**src/rtl/mem_responder_if.sv**
```systemverilog
// CPU memory bus between initiator and mem_responder: rd/wr/ack 4-phase handshake plus preload side-band.
// No latency or backpressure of its own; the responder paces the bus through ack.
interface mem_responder_if #(
  parameter int AW = 5,
  parameter int DW = 8
);
  logic [AW-1:0] addr;
  logic [DW-1:0] wdata;
  logic          rd;
  logic          wr;
  logic [DW-1:0] rdata;
  logic          ack;
  logic          err;
  logic          busy;
  logic          ld_en;
  logic [AW-1:0] ld_addr;
  logic [DW-1:0] ld_data;

  modport master (
    output addr, wdata, rd, wr, ld_en, ld_addr, ld_data,
    input  rdata, ack, err, busy
  );

  modport slave (
    input  addr, wdata, rd, wr, ld_en, ld_addr, ld_data,
    output rdata, ack, err, busy
  );
endinterface

```
**src/rtl/mem_responder.sv**
```systemverilog
// 2**AW x DW RAM target: ack rises WAIT+1 edges after accept, then stays high until rd|wr drop.
// Backpressure: one outstanding request; busy is high and new strobes/preloads are ignored until IDLE.
module mem_responder #(
  parameter int AW   = 5,
  parameter int DW   = 8,
  parameter int WAIT = 1
) (
  input logic            clk,
  input logic            rst,
  mem_responder_if.slave bus
);

  localparam logic [1:0] S_IDLE = 2'd0;
  localparam logic [1:0] S_WAIT = 2'd1;
  localparam logic [1:0] S_RESP = 2'd2;
  localparam logic [1:0] S_HOLD = 2'd3;

  localparam logic       HAS_WAIT = (WAIT > 0);
  localparam logic [3:0] WAIT_LD  = 4'((WAIT > 0) ? WAIT - 1 : 0);

  logic [1:0]    state;
  logic [3:0]    cnt;
  logic [AW-1:0] addr_l;
  logic [DW-1:0] wdata_l;
  logic          op_wr;
  logic          conflict;
  logic          ack_q;
  logic          err_q;
  logic [DW-1:0] rdata_q;
  logic          req;

  logic [DW-1:0] mem [0:(1<<AW)-1];
  logic          mem_we;
  logic [AW-1:0] mem_wa;
  logic [DW-1:0] mem_wd;

  assign req = bus.rd | bus.wr;

  always_ff @(posedge clk or posedge rst) begin
    if (rst) begin
      state    <= S_IDLE;
      cnt      <= 4'd0;
      addr_l   <= '0;
      wdata_l  <= '0;
      op_wr    <= 1'b0;
      conflict <= 1'b0;
      ack_q    <= 1'b0;
      err_q    <= 1'b0;
      rdata_q  <= '0;
    end else begin
      case (state)
        S_IDLE: begin
          if (req) begin
            addr_l   <= bus.addr;
            wdata_l  <= bus.wdata;
            op_wr    <= bus.wr;
            conflict <= bus.rd & bus.wr;
            if (HAS_WAIT) begin
              state <= S_WAIT;
              cnt   <= WAIT_LD;
            end else begin
              state <= S_RESP;
            end
          end
        end
        S_WAIT: begin
          if (cnt == 4'd0) begin
            state <= S_RESP;
          end else begin
            cnt <= cnt - 4'd1;
          end
        end
        S_RESP: begin
          // A rd&wr conflict answers with err and leaves both RAM and rdata untouched
          ack_q <= 1'b1;
          err_q <= conflict;
          if (!conflict && !op_wr) begin
            rdata_q <= mem[addr_l];
          end
          state <= S_HOLD;
        end
        S_HOLD: begin
          if (!req) begin
            ack_q <= 1'b0;
            err_q <= 1'b0;
            state <= S_IDLE;
          end
        end
        default: state <= S_IDLE;
      endcase
    end
  end

  // Preload only lands in IDLE and bus writes only in RESP, so one write port serves both
  always_comb begin
    mem_we = 1'b0;
    mem_wa = bus.ld_addr;
    mem_wd = bus.ld_data;
    if (!rst) begin
      if (state == S_IDLE && bus.ld_en) begin
        mem_we = 1'b1;
      end else if (state == S_RESP && op_wr && !conflict) begin
        mem_we = 1'b1;
        mem_wa = addr_l;
        mem_wd = wdata_l;
      end
    end
  end

  always_ff @(posedge clk) begin
    if (mem_we) begin
      mem[mem_wa] <= mem_wd;
    end
  end

  assign bus.ack   = ack_q;
  assign bus.err   = err_q;
  assign bus.rdata = rdata_q;
  assign bus.busy  = (state != S_IDLE);

endmodule

```
**src/flat_wrapper.sv**
```systemverilog
// flat-port wrapper written by rule: the top's interface ports become plain ports
module mem_responder_flat 
#(
  parameter int AW   = 5,
  parameter int DW   = 8,
  parameter int WAIT = 1
)
  (clk, rst, bus_addr, bus_wdata, bus_rd, bus_wr, bus_ld_en, bus_ld_addr, bus_ld_data, bus_rdata, bus_ack, bus_err, bus_busy);
  mem_responder_if #(.AW(AW), .DW(DW)) bus_i ();
  input logic clk;
  input logic rst;
  input wire logic [$bits(bus_i.addr)-1:0] bus_addr;
  input wire logic [$bits(bus_i.wdata)-1:0] bus_wdata;
  input wire logic [$bits(bus_i.rd)-1:0] bus_rd;
  input wire logic [$bits(bus_i.wr)-1:0] bus_wr;
  input wire logic [$bits(bus_i.ld_en)-1:0] bus_ld_en;
  input wire logic [$bits(bus_i.ld_addr)-1:0] bus_ld_addr;
  input wire logic [$bits(bus_i.ld_data)-1:0] bus_ld_data;
  output wire logic [$bits(bus_i.rdata)-1:0] bus_rdata;
  output wire logic [$bits(bus_i.ack)-1:0] bus_ack;
  output wire logic [$bits(bus_i.err)-1:0] bus_err;
  output wire logic [$bits(bus_i.busy)-1:0] bus_busy;
  assign bus_i.addr = bus_addr;
  assign bus_i.wdata = bus_wdata;
  assign bus_i.rd = bus_rd;
  assign bus_i.wr = bus_wr;
  assign bus_i.ld_en = bus_ld_en;
  assign bus_i.ld_addr = bus_ld_addr;
  assign bus_i.ld_data = bus_ld_data;
  assign bus_rdata = bus_i.rdata;
  assign bus_ack = bus_i.ack;
  assign bus_err = bus_i.err;
  assign bus_busy = bus_i.busy;
  mem_responder #(.AW(AW), .DW(DW), .WAIT(WAIT)) u_core (.clk(clk), .rst(rst), .bus(bus_i));
endmodule
```
**config.mk**
```make
export PLATFORM = sky130hd
export DESIGN_NAME = mem_responder_flat
export DESIGN_NICKNAME = d
export VERILOG_FILES = /design/src/rtl/mem_responder_if.sv /design/src/rtl/mem_responder.sv /design/src/flat_wrapper.sv
export SDC_FILE = /design/constraint.sdc
export NUM_CORES = 1
export LEC_CHECK = 0
export ABC_CLOCK_PERIOD_IN_PS = 6200
export CAP_MARGIN = 20
export CORE_MARGIN = 2
export CORE_UTILIZATION = 55
export DETAILED_ROUTE_END_ITERATION = 6
export PLACE_DENSITY = 0.73
export SLEW_MARGIN = 20
export SYNTH_ARGS = -nofsm -noshare
export SYNTH_HDL_FRONTEND = slang
export SYNTH_SLANG_ARGS = --single-unit
```
**constraint.sdc**
```tcl
create_clock -name clk -period 6.2 [get_ports clk]
set_input_delay 0.62 -clock clk [delete_from_list [all_inputs] [get_ports clk]]
set_output_delay 0.62 -clock clk [all_outputs]
set_load 0.05 [all_outputs]
```
# ---- Yosys cells after proc, flatten, opt, wreduce, memory -nomap -nowiden
# Memory sizes are Yosys's and may differ from the RTL's. A register that Yosys moved wholly into a read port is not among the register bits.
# Index checks and enable logic that the tools add are counted.
# W data, S select, Z words.
dict set report op_classes {
  muxes 21
  n_reduce_logical 16
  bitwise_logic 2
  eq_ne 7
  addsub 1
}
# cell n
set op_table {}
lappend op_table {{$mux W8} 3}
lappend op_table {{$mux W5} 3}
lappend op_table {{$mux W4} 2}
lappend op_table {{$pmux W2 S4} 1}
lappend op_table {{$pmux W4 S2} 1}
lappend op_table {{$mux W1} 6}
lappend op_table {{$mux W2} 3}
lappend op_table {{$reduce_and A2 Y1} 3}
lappend op_table {{$reduce_and A3 Y1} 2}
lappend op_table {{$reduce_bool A2 Y1} 3}
lappend op_table {{$eq A2 B2 Y1 const B} 2}
lappend op_table {{$logic_and A1 B1 Y1} 4}
lappend op_table {{$logic_not A4 Y1} 1}
lappend op_table {{$ne A2 B1 Y1 const B} 2}
lappend op_table {{$ne A2 B2 Y1 const B} 2}
lappend op_table {{$pmux W1 S2} 2}
lappend op_table {{$sub A4 B1 Y4 const B} 1}
lappend op_table {{$eq A2 B1 Y1 const B} 1}
lappend op_table {{$logic_not A1 Y1} 2}
lappend op_table {{$logic_not A2 Y1} 1}
lappend op_table {{$and A1 B1 Y1} 1}
lappend op_table {{$or A1 B1 Y1} 1}
dict set report totals {
  mem_bits_rw 256
  memories 1
  input_bits 31
  reg_bits 23
  word_cells 56
  output_inout_bits 11
}
# memory depth word_bits read_ports rd_clocked_by_memory_dff wr line_no
set memory_table {}
lappend memory_table {u_core.mem 32 8 1 1 1 mem_responder.sv:32} ;# logic [DW-1:0] mem [0:(1<<AW)-1];

# ---- Depth between registers and ports, before layout
# Gate-level depths: netlist of run 1.
dict set report logic_depth {
  depth_word 8
  mapped_depth 9
  mapped_depth_nobuf 7
}

# ---- Worst setup path after synthesis of run 1
# OpenSTA, ideal clock, no wires.
dict set report synth_path {
  path_kind {in2reg}
  start {in rst}
  end {mem u_core.mem[28][0] (enable)}
  n_path_buf 1
  slack_ns 3.381
  stages 5
  setup_time_ns 0.370
  required_time_ns 5.830
  arrival_ns 2.449
  path_cell_list {inv_1 -> nand3b_1 -> buf_2 -> o31a_1 -> nor2_1}
}
dict set report synth_via {
  elab_chain_cells 3
  word_cells_on_any_way 4
  classes_between {mux: 4}
}
# item line_no
set synth_lines {}
lappend synth_lines {{from (decl)} flat_wrapper.sv:11} ;# input logic rst;
lappend synth_lines {{$mux W1} mem_responder.sv:99} ;# if (!rst) begin
lappend synth_lines {{$mux W1} mem_responder.sv:111} ;# if (mem_we) begin
lappend synth_lines {{$mux W1 (not written as such)} mem_responder.sv:112} ;# mem[mem_wa] <= mem_wd;
lappend synth_lines {{to (decl)} mem_responder.sv:32}
# Parallel ways exist; a longest one is shown, timed or not.

# ---- Worst setup path after layout of run 1
dict set report layout_path {
  start {reg u_core.state[0]}
  end {mem u_core.mem[31][6] (enable)}
}
dict set report layout_via {
  elab_chain_cells 8
  word_cells_on_any_way 13
  classes_between {eq/ne: 1; mux: 8; reduce/logical: 4}
}
# item line_no
set layout_lines {}
lappend layout_lines {{from (decl)} mem_responder.sv:21} ;# logic [1:0] state;
lappend layout_lines {{from (signal assigned)} mem_responder.sv:41} ;# state <= S_IDLE;
lappend layout_lines {{from (signal assigned)} mem_responder.sv:59} ;# state <= S_WAIT;
lappend layout_lines {{from (signal assigned)} mem_responder.sv:62} ;# state <= S_RESP;
lappend layout_lines {{$eq A2 B2 Y1} mem_responder.sv:102} ;# end else if (state == S_RESP && op_wr && !conflict) begin
lappend layout_lines {{$logic_and A1 B1 Y1 (2 in a row)} mem_responder.sv:102}
lappend layout_lines {{$mux W1} mem_responder.sv:102}
lappend layout_lines {{$mux W1} mem_responder.sv:100} ;# if (state == S_IDLE && bus.ld_en) begin
lappend layout_lines {{$mux W1} mem_responder.sv:99}
lappend layout_lines {{$mux W1} mem_responder.sv:111}
lappend layout_lines {{$mux W1 (not written as such)} mem_responder.sv:112}
# Parallel ways exist; a longest one is shown, timed or not.

==> metrics.yaml, run 1 <==
outcome:
  status: "complete, no violations"
drt:
  vias: 6635
  wl_per_cell_um: 25.5
  dr.pass1.iters: 5
  drtIter0Drc: 689
  avgViaCountPerCell: 6.25
  drc_errors: 0
  drt_wl_total_um: 27100
  drtAntennaViolNets: 0
power_and_ir_drop:
  ir_worst_vdd_uv: 358
  leakage_uw: 0.00475
  powerDensity_nw_per_um2: 454
critical_path:
  crit_family: "simple AND/OR/NAND/NOR gates"
  crit_path_top_delay_cell: "o21ai_1"
  crit_path_max_incr_delay_ps: 830
  timing.critical_path.buf_inv: 1
  crit_path_end_kind: "register"
  crit_arrival_ps: 3950
  cp.required_ps: 6390
  crit_chain: "inv_1, ha_1, nand3b_1, nand3b_1, and3_1, o21ai_1, nor2_1"
  critPathMaxFanout: 24
  worst-setup-path-type: "register to register"
  critPathLaunchType: "register"
  crit_path_frequent_cell: "nand3b_1"
finish:
  final_layout_size_suffix_gt1_share_pct: 13.2
  final_common_cell: "edfxtp_1"
  instances_no_fill: 1062
  area_delta_synth_final_pct: 13.2
  fin_nets: 804
  final_cell_mix: "256 x edfxtp_1, 129 x mux2i_1, 43 x nor2_1, 41 x clkdlybuf4s50_1, 34 x nand2_1"
  antennaDiodeCount: 0
sta:
  finalHoldViolCount: 0
  fin_crit_sh_pct: 60.7
  grt_setup_unrepaired: "false"
  worst_pin_slew_ps: 1080
  period_minus_slack_ps: 3760
  relSlewSlack_pct: 27.7
  fin_hold_ws_ps: 480
  setup_viol: 0
  final.setup.tns_ps: 0
  drv_slew: 0
  fin_skew_ps: 30.1
  clock.fmax_mhz: 266
grt:
  antenna_found_initial: 0
  grt_first_pass_wirelength_um: 40300
  grt_pass1_vias: 6792
  grt_usage_pct: 24.4
  grt_max_degree: 59
  grt_overflow: 0
floorplanning:
  num_rows: 53
  core_area_um2: 21100
  dieArea_um2: 22800
  io_pins: 42
  dieWidth_um: 151
  die_h_um: 151
  start_util_pct: 56.2
clocking:
  clock_latency_ps: 550
  post_cts_resized: 0
  cts_buffers: 28
  cts_tree: "yes"
  htree_levels: 1
  cts-root-buf: "clkbuf_16"
  postCtsSetupRepairBufs: 0
  cts_hold_buf: 0
  clock-sinks: 287
  clockBufferDepth: 3
  clk_pin_slew_ps: 70
synthesis:
  ys_async_sr_fraction_pct: 10.8
  syn_nets: 762
  syn-instance-count: 725
  netlist_area_um2: 11900
  ys_ff_latch: 287
  synth_edf_count: 256
  yosysSeqAreaShare_pct: 71.4
  synthFlopType: "edfxtp_1"
  synth_cell_type_count: 46
  avgSynthCellArea_um2: 16.4
  ys.warnings.count: 0
placed_design:
  dp_hpwl_um: 16900
  dpl.cell_count: 1012
  gp_congestion: 0.861
  portBuffers: 41
min_path:
  min_path_type: "register to register"
flow_run:
  maxCapViolations: 0
==> metrics by stage <==
stage / setup WS (ps) / total power [uW] / area, um^2 / util [%]
floorplan: 3380 / 3870 / 11900 / -
global placement: 2500 / 4280 / 12500 / 59.1
detailed placement: 2430 / 4350 / 12500 / 59.1
CTS: 2530 / 6100 / 13400 / 63.7
global route: 2230 / 6310 / 13400 / 63.7
finish: 2440 / 6090 / 13400 / 63.7
==> cells in the mapped netlist, drive strengths merged, types with 2 or more instances <==
library cell	number	area [um^2]
nor3b	6	50.1
nand2	39	146
nand2b	3	18.8
a31oi	6	37.5
buf	29	220
nor2b	3	21.3
nand3b	2	15.0
nor4b	2	17.5
o22ai	8	50.1
nor3	7	35.0
a221oi	16	234
o41ai	8	130
edfxtp	256	7690
inv	11	41.3
xnor2	2	17.5
and3	2	12.5
a22oi	32	240
ha	6	75.1
mux2	14	158
clkbuf	11	41.3
nor2	44	168
o21ai	11	55.1
mux2i	129	1290
a22o	16	140
a21oi	20	100
dfrtp	31	776
==> registers in the layout, summed over array words and instances (netlist names) <==
| register | cells |
|---|---|
| u_core.mem | 256 |
| u_core.bus.rdata | 8 |
| u_core.wdata_l | 8 |
| u_core.addr_l | 5 |
| u_core.cnt | 4 |
| u_core.state | 2 |
| u_core.bus.ack | 1 |
| u_core.bus.err | 1 |
| u_core.conflict | 1 |
| u_core.op_wr | 1 |
==> final cells by class <==
class                           instances  area [um^2]
Timing Repair Buffer                   52          493
Sequential cell                       287         8470
Multi-Input combinational cell        387         3120
Clock inverter                         21          262
Inverter                               11         41.3
Fill cell                            1490         7650
Clock buffer                           29          704
Tap cell                              275          344
==> path summary, 6_finish.rpt <==
| check | to | start | slack (ps) | cells past startpoint |
|---|---|---|---|---|
| worst max-delay path | u_core.mem[31][6] | u_core.state[0] | 2440 | 7 |
| worst min-delay path | u_core.bus.rdata[1] | u_core.bus.rdata[1] | 480 | 2 |
| worst max register to register | u_core.mem[31][6] | u_core.state[0] | 2440 | 7 |
| worst min register to register | u_core.bus.rdata[1] | u_core.bus.rdata[1] | 480 | 2 |
| max in group asynchronous | u_core.addr_l[0] | rst | 5260 | 3 |
| min in group asynchronous | u_core.bus.rdata[7] | rst | 600 | 3 |
==> logic make-up after synthesis <==
kind of cell / count (synthesis) / share of synthesized area (%)
and+or+nand+nor: 114 / 4.41
muxes: 143 / 12.2
buffers and inverters: 51 / 2.55
xor gates and xnor gates: 2 / 0.148
DFF: 287 / 71.4
AOI/OAI and AO/OA: 122 / 8.69
adders and majority gates: 6 / 0.633
==> per-layer routing <==
layer / vias to the layer above / part of all wire, % / track usage (%)
met2: 333 / 49 / 40.4
met5: - / 0 / 0
li1: 2924 / - / -
met3: 54 / 7.6 / 4.04
met4: 0 / 2.6 / 7.57
met1: 3324 / 41 / 33.6
==> where the power goes <==
group	switching (uW)	internal (uW)	total (uW)	leakage, uW
clock network	689	1070	1760	0.000476
logic	1170	736	1910	0.00160
registers	131	2290	2420	0.00267
total	1990	4100	6090	0.00475
==> tightest hold or removal path, delay by kind of cell, from the launching register on <==
family,cells,cell delay [ps]
compound gates,1,50
flops,1,340
simple gates,1,60
Power figures use the tool's default switching activity.
==> inputs of run 2 (changes only) <==
ABC_CLOCK_PERIOD_IN_PS = 3790   (was 6200)
clock period = 3.79 ns   (was 6.2 ns; I/O delays follow)
==> metrics.yaml, run 2 (synthesis results as in run 1) <==
outcome:
  status: "complete, no violations"
finish:
  final_layout_size_suffix_gt1_share_pct: 14.4
  final_cell_mix: "256 x edfxtp_1, 129 x mux2i_1, 43 x nor2_1, 41 x clkdlybuf4s50_1, 39 x nand2_1"
  regArea_um2: 8470
  multiInputGateArea_um2: 3100
  utilization_pct: 64.3
  fin_nets: 815
  area_delta_synth_final_pct: 14.3
  num-fill-cells: 1477
  final_common_cell: "edfxtp_1"
  regMostFlops: "u_core.mem"
  instances_no_fill: 1075
  antennaDiodeCount: 0
  fin_area_um2: 13600
  largest_reg_flops: 256
floorplanning:
  io_pins: 42
  core_area_um2: 21100
  start_util_pct: 56.2
  dieWidth_um: 151
  die_h_um: 151
  dieArea_um2: 22800
  num_rows: 53
placed_design:
  portBuffers: 41
  dpl.cell_count: 1023
  gp_congestion: 0.873
  post_dp_cell_area_um2: 12500
  dp_hpwl_um: 16400
critical_path:
  crit_start: "u_core.state[1]"
  crit_family: "simple AND/OR/NAND/NOR gates"
  crit_chain: "inv_1, ha_1, nand2_1, nand3b_1, buf_4, nor3b_1, o21ai_1, nor2_1"
  cp.required_ps: 3970
  timing.critical_path.buf_inv: 2
  r2r_start: "u_core.state[1]"
  crit_path_top_delay_cell: "o21ai_1"
  worst-setup-path-type: "register to register"
  crit_path_end_kind: "register"
  crit_path_max_incr_delay_ps: 970
  critPathLaunchType: "register"
  crit_arrival_ps: 3620
  critPathMaxFanout: 14
clocking:
  clk_pin_slew_ps: 60
  cts_buffers: 28
  postCtsSetupRepairBufs: 0
  clock-sinks: 287
  htree_levels: 1
  clock_latency_ps: 550
  post_cts_resized: 0
  cts_hold_buf: 0
  clockBufferDepth: 3
  cts_tree: "yes"
  cts-root-buf: "clkbuf_16"
sta:
  grt_setup_unrepaired: "false"
  final.setup.tns_ps: 0
  relSlewSlack_pct: 16.7
  finalHoldViolCount: 0
  fin_crit_sh_pct: 90.7
  fin_skew_ps: 15.1
  clock.fmax_mhz: 291
  worst_pin_slew_ps: 1240
  drv_slew: 0
  setup_viol: 0
  period_minus_slack_ps: 3440
power_and_ir_drop:
  powerDensity_nw_per_um2: 746
  fin_total_pwr_uw: 10100
  ir_worst_vdd_uv: 476
  leakage_uw: 0.00483
grt:
  grt_usage_pct: 23.6
  grt_pass1_vias: 6608
  grt_overflow: 0
  grt_max_degree: 56
  antenna_found_initial: 0
  grt_first_pass_wirelength_um: 39300
drt:
  dr.pass1.iters: 6
  drtAntennaViolNets: 0
  vias: 6645
  drtIter0Drc: 641
  drt_wl_total_um: 26300
  avgViaCountPerCell: 6.18
  drc_errors: 0
  wl_per_cell_um: 24.5
min_path:
  min_path_type: "primary input to asynchronous set/reset pin"
flow_run:
  maxCapViolations: 0
[run 2: changes by cell type in the layout (fill, tap and decap cells not counted), moves of 2 or more]
cell      change
o21ai_1       +2
clkinv_1      -6
nand2_2       -5
o21ai_2       -2
buf_4        +10
nand2_1       +5
inv_6         +2
clkbuf_8      +2
[run 2: worst min-delay path: stages]
cell and delay (ps):
clkdlybuf4s50_1 450, inv_1 100, buf_4 400
[run 2: worst paths after layout]
| path | endpoint | slack [ps] | cells after the start |
|---|---|---|---|
| max | u_core.mem[13][7] | 350 | 8 |
| min reg2reg | u_core.bus.rdata[3] | 500 | 2 |
| min in group clk | u_core.wdata_l[2] | 440 | 2 |
| max reg2reg | u_core.mem[13][7] | 350 | 8 |
| max in group asynchronous | u_core.addr_l[0] | 3080 | 3 |
| min | u_core.wdata_l[6] | 350 | 3 |
[run 2: layout make-up]
| type | instances | share of cell area (%) |
|---|---|---|
| sequential | 287 | 62.5 |
| multi-input combinational | 387 | 22.9 |
| clock buffer | 32 | 5.43 |
| timing repair buffer | 63 | 4.34 |
| tap | 275 | 2.54 |
| clock inverter | 20 | 2.05 |
| inverter | 11 | 0.305 |
[run 2: through the flow]
step           worst slack, ps  hold WS [ps]
2_1_floorplan             1210           463
3_3_place_gp               573           478
3_5_place_dp               445           479
4_1_cts                    433           349
5_1_grt                    213           396
6_report                   353           348
[run 2: power by group]
group / internal, uW / switching [uW] / total, uW / leakage (uW)
clock network: 1810 / 1170 / 2980 / 0.000500
logic: 1240 / 1870 / 3110 / 0.00166
registers: 3740 / 268 / 4010 / 0.00267
[run 2: metal layers]
| metal | global-route usage [%] | vias to the layer above | share of wire, % |
|---|---|---|---|
| met5 | 0 | - | 0 |
| met4 | 7.99 | 0 | 3.0 |
| met3 | 3.37 | 51 | 7.3 |
| met2 | 37.4 | 324 | 47 |
| met1 | 34.1 | 3323 | 43 |
| li1 | - | 2947 | - |
